--- src/rtl/cs_loader.sv ---
// Startup sequencer: copies the microcode EPROM into control-store RAM, optionally
// verifies it by readback, then releases the control store to the microsequencer.
module cs_loader #(
  parameter int ADDR_WIDTH = 8,
  parameter int DATA_WIDTH = 64,
  parameter int ROM_WAIT   = 2,
  parameter int VERIFY     = 1
) (
  input  logic                  clk,
  input  logic                  reset,
  input  logic                  start,
  input  logic [DATA_WIDTH-1:0] rom_data,
  input  logic [DATA_WIDTH-1:0] ram_rdata,
  output logic [ADDR_WIDTH-1:0] cs_addr,
  output logic [DATA_WIDTH-1:0] ram_wdata,
  output logic                  ram__w,
  output logic                  owns_cs,
  output logic                  cs_ready,
  output logic                  load_error,
  output logic [ADDR_WIDTH-1:0] error_addr
);

  localparam logic [3:0] S_IDLE    = 4'd0;
  localparam logic [3:0] S_ADDR    = 4'd1;
  localparam logic [3:0] S_WAIT    = 4'd2;
  localparam logic [3:0] S_WRITE   = 4'd3;
  localparam logic [3:0] S_RECOVER = 4'd4;
  localparam logic [3:0] S_VADDR   = 4'd5;
  localparam logic [3:0] S_VWAIT   = 4'd6;
  localparam logic [3:0] S_VCMP    = 4'd7;
  localparam logic [3:0] S_DONE    = 4'd8;
  localparam logic [3:0] S_ERROR   = 4'd9;

  localparam int CNT_W = (ROM_WAIT > 1) ? $clog2(ROM_WAIT) : 1;
  localparam logic [CNT_W-1:0] CNT_LAST = CNT_W'(ROM_WAIT - 1);

  logic [3:0]            state_q,      state_d;
  logic [CNT_W-1:0]      cnt_q,        cnt_d;
  logic [ADDR_WIDTH-1:0] cs_addr_q,    cs_addr_d;
  logic [DATA_WIDTH-1:0] ram_wdata_q,  ram_wdata_d;
  logic                  ram__w_q,     ram__w_d;
  logic                  owns_cs_q,    owns_cs_d;
  logic                  cs_ready_q,   cs_ready_d;
  logic                  load_error_q, load_error_d;
  logic [ADDR_WIDTH-1:0] error_addr_q, error_addr_d;

  logic last_addr;
  assign last_addr = &cs_addr_q;

  always_comb begin
    state_d      = state_q;
    cnt_d        = cnt_q;
    cs_addr_d    = cs_addr_q;
    ram_wdata_d  = ram_wdata_q;
    ram__w_d     = 1'b1;
    owns_cs_d    = owns_cs_q;
    cs_ready_d   = cs_ready_q;
    load_error_d = load_error_q;
    error_addr_d = error_addr_q;

    case (state_q)
      S_IDLE: begin
        if (start) begin
          state_d   = S_ADDR;
          cs_addr_d = '0;
          owns_cs_d = 1'b1;
        end
      end
      S_ADDR: begin
        state_d = S_WAIT;
        cnt_d   = '0;
      end
      S_WAIT: begin
        if (cnt_q == CNT_LAST) begin
          state_d     = S_WRITE;
          ram_wdata_d = rom_data;
          ram__w_d    = 1'b0;
        end else begin
          cnt_d = cnt_q + 1'b1;
        end
      end
      S_WRITE: begin
        state_d = S_RECOVER;
      end
      // The last word ends the pass here rather than wrapping, so word 0 is never rewritten.
      S_RECOVER: begin
        if (last_addr) begin
          cs_addr_d = '0;
          if (VERIFY != 0) begin
            state_d = S_VADDR;
          end else begin
            state_d    = S_DONE;
            owns_cs_d  = 1'b0;
            cs_ready_d = 1'b1;
          end
        end else begin
          cs_addr_d = cs_addr_q + 1'b1;
          state_d   = S_ADDR;
        end
      end
      S_VADDR: begin
        state_d = S_VWAIT;
        cnt_d   = '0;
      end
      S_VWAIT: begin
        if (cnt_q == CNT_LAST) begin
          state_d = S_VCMP;
        end else begin
          cnt_d = cnt_q + 1'b1;
        end
      end
      S_VCMP: begin
        if (rom_data != ram_rdata) begin
          state_d      = S_ERROR;
          load_error_d = 1'b1;
          error_addr_d = cs_addr_q;
        end else if (last_addr) begin
          state_d    = S_DONE;
          cs_addr_d  = '0;
          owns_cs_d  = 1'b0;
          cs_ready_d = 1'b1;
        end else begin
          cs_addr_d = cs_addr_q + 1'b1;
          state_d   = S_VADDR;
        end
      end
      S_DONE: begin
        state_d = S_DONE;
      end
      S_ERROR: begin
        if (start) begin
          state_d      = S_ADDR;
          cs_addr_d    = '0;
          owns_cs_d    = 1'b1;
          load_error_d = 1'b0;
          error_addr_d = '0;
        end
      end
      default: begin
        state_d   = S_IDLE;
        owns_cs_d = 1'b0;
      end
    endcase
  end

  always_ff @(posedge clk or posedge reset) begin
    if (reset) begin
      state_q      <= S_IDLE;
      cnt_q        <= '0;
      cs_addr_q    <= '0;
      ram_wdata_q  <= '0;
      ram__w_q     <= 1'b1;
      owns_cs_q    <= 1'b0;
      cs_ready_q   <= 1'b0;
      load_error_q <= 1'b0;
      error_addr_q <= '0;
    end else begin
      state_q      <= state_d;
      cnt_q        <= cnt_d;
      cs_addr_q    <= cs_addr_d;
      ram_wdata_q  <= ram_wdata_d;
      ram__w_q     <= ram__w_d;
      owns_cs_q    <= owns_cs_d;
      cs_ready_q   <= cs_ready_d;
      load_error_q <= load_error_d;
      error_addr_q <= error_addr_d;
    end
  end

  assign cs_addr    = cs_addr_q;
  assign ram_wdata  = ram_wdata_q;
  assign ram__w     = ram__w_q;
  assign owns_cs    = owns_cs_q;
  assign cs_ready   = cs_ready_q;
  assign load_error = load_error_q;
  assign error_addr = error_addr_q;

endmodule

--- config.mk ---
export PLATFORM = sky130hd
export DESIGN_NAME = cs_loader
export DESIGN_NICKNAME = d
export VERILOG_FILES = /design/src/rtl/cs_loader.sv
export SDC_FILE = /design/constraint.sdc
export NUM_CORES = 1
export LEC_CHECK = 0
export ABC_AREA = 1
export BUFFER_PORTS_ARGS = -buffer_cell sky130_fd_sc_hd__buf_2
export CAP_MARGIN = 20
export CORE_UTILIZATION = 48
export DETAILED_ROUTE_END_ITERATION = 6
export PLACE_DENSITY = 0.86
export SYNTH_ARGS = -nofsm -noshare
export SYNTH_HDL_FRONTEND = slang
export SYNTH_SLANG_ARGS = --single-unit
--- constraint.sdc ---
create_clock -name clk -period 5.5 [get_ports clk]
set_input_delay 0.55 -clock clk [delete_from_list [all_inputs] [get_ports clk]]
set_output_delay 0.55 -clock clk [all_outputs]
set_load 0.02 [all_outputs]
=== Word-level counts from Yosys, hierarchy flattened ===
Cells that the tools add are included.

* Input bits: 131
* Register bits after elaboration: 89
* Output and inout bits: 84
* Word-level logic and storage cells: 69

* Equal/unequal tests: 17
* Muxes and demuxes: 24
* Bitwise operators: 2
* Add/sub/neg operators: 2
* Reductions and logical operators: 15

{| class="wikitable"
|+ Operator list
! cell !! number
|-
| 64-bit != test || 1
|-
| 4-bit one-hot mux with 9 select lines || 1
|-
| 8-bit two-way mux || 4
|-
| 8-bit one-hot mux with 3 select lines || 1
|-
| 4-bit two-way mux || 5
|-
| 4-bit by 3-bit equality test with 1-bit output (second input constant) || 4
|-
| 8-bit one-hot mux with 2 select lines || 1
|-
| 2-bit != test (second input constant) || 6
|-
| 10-bit AND reduction || 1
|-
| 3-bit AND reduction || 3
|-
| 8-bit by 1-bit adder with 8-bit output (second input constant) || 1
|-
| 4-bit by 2-bit equality test with 1-bit output (second input constant) || 2
|-
| 4-bit equality test (second input constant) || 2
|-
| 1-bit two-way mux || 8
|-
| 8-bit AND reduction || 1
|-
| 7-bit OR reduction || 1
|-
| 2-bit OR reduction || 3
|-
| 4-bit by 1-bit equality test with 1-bit output (second input constant) || 1
|-
| 4-bit logical NOT || 1
|-
| 1-bit one-hot mux with 2 select lines || 2
|-
| 4-bit AND reduction || 1
|-
| 2-bit nonzero test || 2
|-
| 3-bit two-way mux || 1
|-
| 1-bit one-hot mux with 3 select lines || 1
|-
| other kinds (5) || 6
|}

=== Depth between registers and ports, before layout ===
* Word-level depth: 4
* Gate-level depth with buffers: 13
* Depth with buffers taken out: 13

=== Worst setup path after synthesis ===
OpenSTA, ideal clock, no wires.

* Path kind: register -> register
* Start: register cs_addr_q[0], in the netlist cs_addr[0]
* End: register owns_cs_q, in the netlist owns_cs
* Data required time: 5.382 ns
* Arrival time: 1.605 ns
* Path buffers: 0
* Stages on the path, launching flop included: 11
* Slack: 3.778 ns
* Period minus slack after synthesis: 1.722 ns
* Library setup time: 0.118 ns
* Path through: dfrtp_1 > ha_1 > nand3_1 > nor2_1 > nand3_1 > clkinv_1 > nor2_1 > nor3_1 > nand3_1 > nand2_1 > nand2_1

* Longest elaborated chain between the ends: 3

{| class="wikitable"
|+ Ends and longest elaborated chain
! element !! RTL line !! text
|-
| start, declared || 39 || <nowiki>logic [ADDR_WIDTH-1:0] cs_addr_q, cs_addr_d;</nowiki>
|-
| start signal, assigned || 160 || <nowiki>cs_addr_q <= cs_addr_d;</nowiki>
|-
| 8-bit AND reduction || 48 || <nowiki>assign last_addr = &cs_addr_q;</nowiki>
|-
| 2-bit != test (no line) || -- ||
|-
| 4-bit AND reduction (no line) || -- ||
|-
| end signal, assigned || 163 || <nowiki>owns_cs_q <= owns_cs_d;</nowiki>
|-
| end, declared || 42 || <nowiki>logic owns_cs_q, owns_cs_d;</nowiki>
|}

No other way between the ends.
A chain may end at the register's enable or synchronous reset.

=== Worst setup path in the final report ===
* Start: register state_q[3]
* End: register ram_wdata_q[44], in the netlist ram_wdata[44]

* Longest elaborated chain between the ends: 2

{| class="wikitable"
|+ Ends and longest elaborated chain
! element !! RTL line !! text
|-
| start, declared || 37 || <nowiki>logic [3:0] state_q, state_d;</nowiki>
|-
| start signal, assigned || 158 || <nowiki>state_q <= state_d;</nowiki>
|-
| 4-bit by 2-bit equality test with 1-bit output || 61 || <nowiki>case (state_q)</nowiki>
|-
| 2-bit AND reduction (no line) || -- ||
|-
| end signal, assigned || 161 || <nowiki>ram_wdata_q <= ram_wdata_d;</nowiki>
|-
| end, declared || 40 || <nowiki>logic [DATA_WIDTH-1:0] ram_wdata_q, ram_wdata_d;</nowiki>
|}

No other way between the ends.

==> metrics.txt <==
status=finished clean; DP Worst Slack=roughly 3200 ps; Clock Pin Slew Worst Setup and Hold Paths=roughly 90 ps; cell count of the worst reg-to-reg path=4; ratio of final minimum period to clock period=41.6%; Post-Route Skew=9.47 ps; count of final hold-check violations=0; Clock Tree Buf Depth=2; number of instances resized during post-cts repair=0; count of port buffers added during placement=214; switching portion of total power=43.4%; total routing usage reported by global routing=23.4%; wire length per cell=11.4 um; Synth top area share=44.4%; count of TritonRoute iterations in the first routing pass=4; maximum number of pins on one net before global-route repair=107; starting density of the core=50.0%; Final Core Density=64.0%; TritonCTS Buffers=9; area fraction in and, or, nand and nor cells after synthesis=31.4%; fraction of the yosys area taken by sequential cells=44.9%; Hold Crit Class=in2async; number of distinct standard cells referenced by the synthesized netlist=34; cell type with the highest aggregate area in the netlist=sky130_fd_sc_hd__dfrtp_1; crit end category=flop; count of state elements after synthesis=a little under 90; maximum fanout along the worst path=106; number of enable-type register cells in the synthesized netlist=0; total gr overflow=0; TritonCTS clock tree=built; via count of the routed design=4908; power density relative to cell area=471 nW/um^2; timing-limited maximum frequency=0.437 GHz; number of nets with antenna violations after routing=0; Area Overhead vs Synth=28.0%; post-placement cell area=just over 6000 um^2; clock root buffer=sky130_fd_sc_hd__clkbuf_8; NumNets Final=1046; average via count per standard cell=4.67; Cell Chain, Critical Path=nor2_4 -> nand4_1 -> buf_4 -> mux2_2; Die Area=about 11000 um^2; smallest setup slack after layout=3210 ps; launching point of the worst reg2reg path=state_q[3]$_DFFE_PP0P_; fraction of power consumed by combinational cells=~46%; number of maximum-capacitance violations=0; die height=104 um; number of top-level pins=roughly 220; buffers inserted by post-CTS timing repair=0; count of hold-fix buffers inserted at cts=0; unrepaired setup endpoints after global routing=no; global-route wire length before repair=20.5 mm; synthesized netlist net count=835; number of global-route vias before repair=4769; final setup violating endpoints=0; end of the worst register-to-register path=ram_wdata[44]$_DFFE_PP0P_; internal power consumption=1.69 mW; insertion delay to the later sink of the worst-skew pair=350 ps; multiplexer fraction of the synthesized cell area=2.27%; placed wire-length estimate=9.40 mm; synthesized-area fraction occupied by adder cells=0.252%; overall power of the completed layout=2.99 mW; standard cell core area=9910 um^2; total of warnings raised by yosys=0; count of clock tree sinks=89; cell leakage power=between 3 and 4 nW; delay contributed by the slowest stage of the critical path=790 ps; area share of xor/xnor cells in the synthesized design=under 10%; Post-route DRC=0; weighted congestion at the end of routability-driven global placement=0.850; Clock Power Share=16.7%; final WL=roughly 12 mm; headroom to the max-slew limit=38.2%; initial antenna violation count=0; predominant post-synthesis flop cell=sky130_fd_sc_hd__dfrtp_1; Crit. Startpoint=state_q[3]$_DFFE_PP0P_; Diodes inserted=0; final sum of negative setup slack=0 ps; cell with the most instances after synthesis=sky130_fd_sc_hd__nand2_1; fillcell total=915; most common library cells after synthesis=sky130_fd_sc_hd__nand2_1, sky130_fd_sc_hd__inv_1, sky130_fd_sc_hd__dfrtp_1, sky130_fd_sc_hd__o21ai_0, sky130_fd_sc_hd__nor2_1; ys async rst share=100%; Max IR drop VDD=0.258 mV; final instance area=6340 um^2; arrival time reported for the critical path endpoint=2530 ps; largest family of logic cells by synthesized area=simple AND/OR/NAND/NOR gates; worst path required time=5740 ps; number of cells produced by synthesis=~700; share of post-route cells with drive strength above 1=around 28%; shortest clock period the worst path allows after layout=2290 ps; area of the mapped netlist=4960 um^2; maximum level of the CTS H-tree=3; number of max-slew violations in the final report=0; average size of a mapped cell=between 7 and 8 um^2; Seq pwr share=approximately 37%; cell with the largest stage delay on the worst path=sky130_fd_sc_hd__buf_4; top area cells in the synthesized netlist=sky130_fd_sc_hd__dfrtp_1, sky130_fd_sc_hd__nand2_1, sky130_fd_sc_hd__inv_1, sky130_fd_sc_hd__o21ai_0, sky130_fd_sc_hd__nor2_1; sort of element at the start of the critical path=flop; Tightest Pin Transition=928 ps; kind of critical path=reg2reg; fraction of the mapped netlist area in compound gates=7.22%; switching pwr=1.30 mW; Worst R2R Setup Slack=3210 ps; initial detailed-routing violation count=between 150 and 200; die width=104 um; FP Rows=36
==> how the worst max path moves through the flow <==
stage | endpoint | slack (ps)
3_3_place_gp | ram_wdata[47]$_DFFE_PP0P_ | 3300
5_1_grt | ram_wdata[44]$_DFFE_PP0P_ | 3040
4_1_cts | ram_wdata[60]$_DFFE_PP0P_ | 3220
6_report | ram_wdata[44]$_DFFE_PP0P_ | 3210
3_5_place_dp | ram_wdata[44]$_DFFE_PP0P_ | 3250
2_1_floorplan | cnt_q$_DFFE_PP0P_ | 2640
==> metrics by stage <==
stage	std cells	hold WS (ps)
floorplan	703	516
global placement	1036	453
detailed placement	1036	468
CTS	1052	327
global route	1052	372
finish	1052	302
==> flip-flops by register name, indices dropped and copies added (netlist names) <==
name and count:
owns_cs 1, load_error 1, state_q 4, ram_wdata 64, ram__w 1, cs_addr 8, error_addr 8, cnt_q 1
cs_ready 1
==> cell families (layout without fill, tap and decap cells) <==
logic type,after synthesis,in the layout
simple gates,377,377
buf+inv,146,362
flops,89,89
compound gates,67,67
xor+xnor,13,13
mux,10,10
fa+ha+maj,1,1
==> cells in the final DEF (no fill, tap or decap), types with 2 or more instances in the layout <==
cell,count
sky130_fd_sc_hd__mux2_2,10
sky130_fd_sc_hd__o21ai_0,59
sky130_fd_sc_hd__xor2_1,12
sky130_fd_sc_hd__bufinv_16,2
sky130_fd_sc_hd__nor4_1,2
sky130_fd_sc_hd__nor2_1,57
sky130_fd_sc_hd__a21oi_1,2
sky130_fd_sc_hd__buf_2,214
sky130_fd_sc_hd__nor2_4,2
sky130_fd_sc_hd__inv_2,7
sky130_fd_sc_hd__nand2_1,273
sky130_fd_sc_hd__dfrtp_1,88
sky130_fd_sc_hd__nor3_1,4
sky130_fd_sc_hd__inv_1,121
sky130_fd_sc_hd__buf_4,2
sky130_fd_sc_hd__nand3_1,22
sky130_fd_sc_hd__nor2_2,2
sky130_fd_sc_hd__nand4_1,10
sky130_fd_sc_hd__clkbuf_8,10
sky130_fd_sc_hd__clkinv_2,3
==> worst max-delay path: cells and delay by family (launching register included) <==
family | cells | cell delay, ps
multiplexers | 1 | 420
buffers and inverters | 1 | 790
flip-flops | 1 | 510
AND/OR/NAND/NOR | 2 | 380
==> layer usage <==
metal	track usage, %	share of wire, %	vias up
met5	0	0	-
met3	4.53	5.4	37
li1	-	-	2538
met4	12.0	3.7	0
met2	41.2	49	160
met1	26.9	41	2173
==> power by group through the flow <==
stage,Sequential (mW),Clock [mW],Combinational [mW]
2_1_floorplan,1.43,0,0.621
3_3_place_gp,1.11,0,1.36
3_5_place_dp,1.11,0,1.39
4_1_cts,1.11,0.509,1.39
5_1_grt,1.14,0.535,1.52
6_report,1.11,0.499,1.38
==> layout make-up <==
type | instances | area [um^2] | area share [%]
clock inverters | 5 | 78.8 | 1.24
well taps | 133 | 166 | 2.62
clock buffers | 11 | 141 | 2.23
flip-flops and latches | 89 | 2230 | 35.1
repair buffers | 216 | 1090 | 17.1
multi-input cells | 468 | 2150 | 34.0
inverters | 130 | 489 | 7.71
Note: power is estimated with default switching activity, not from simulation.
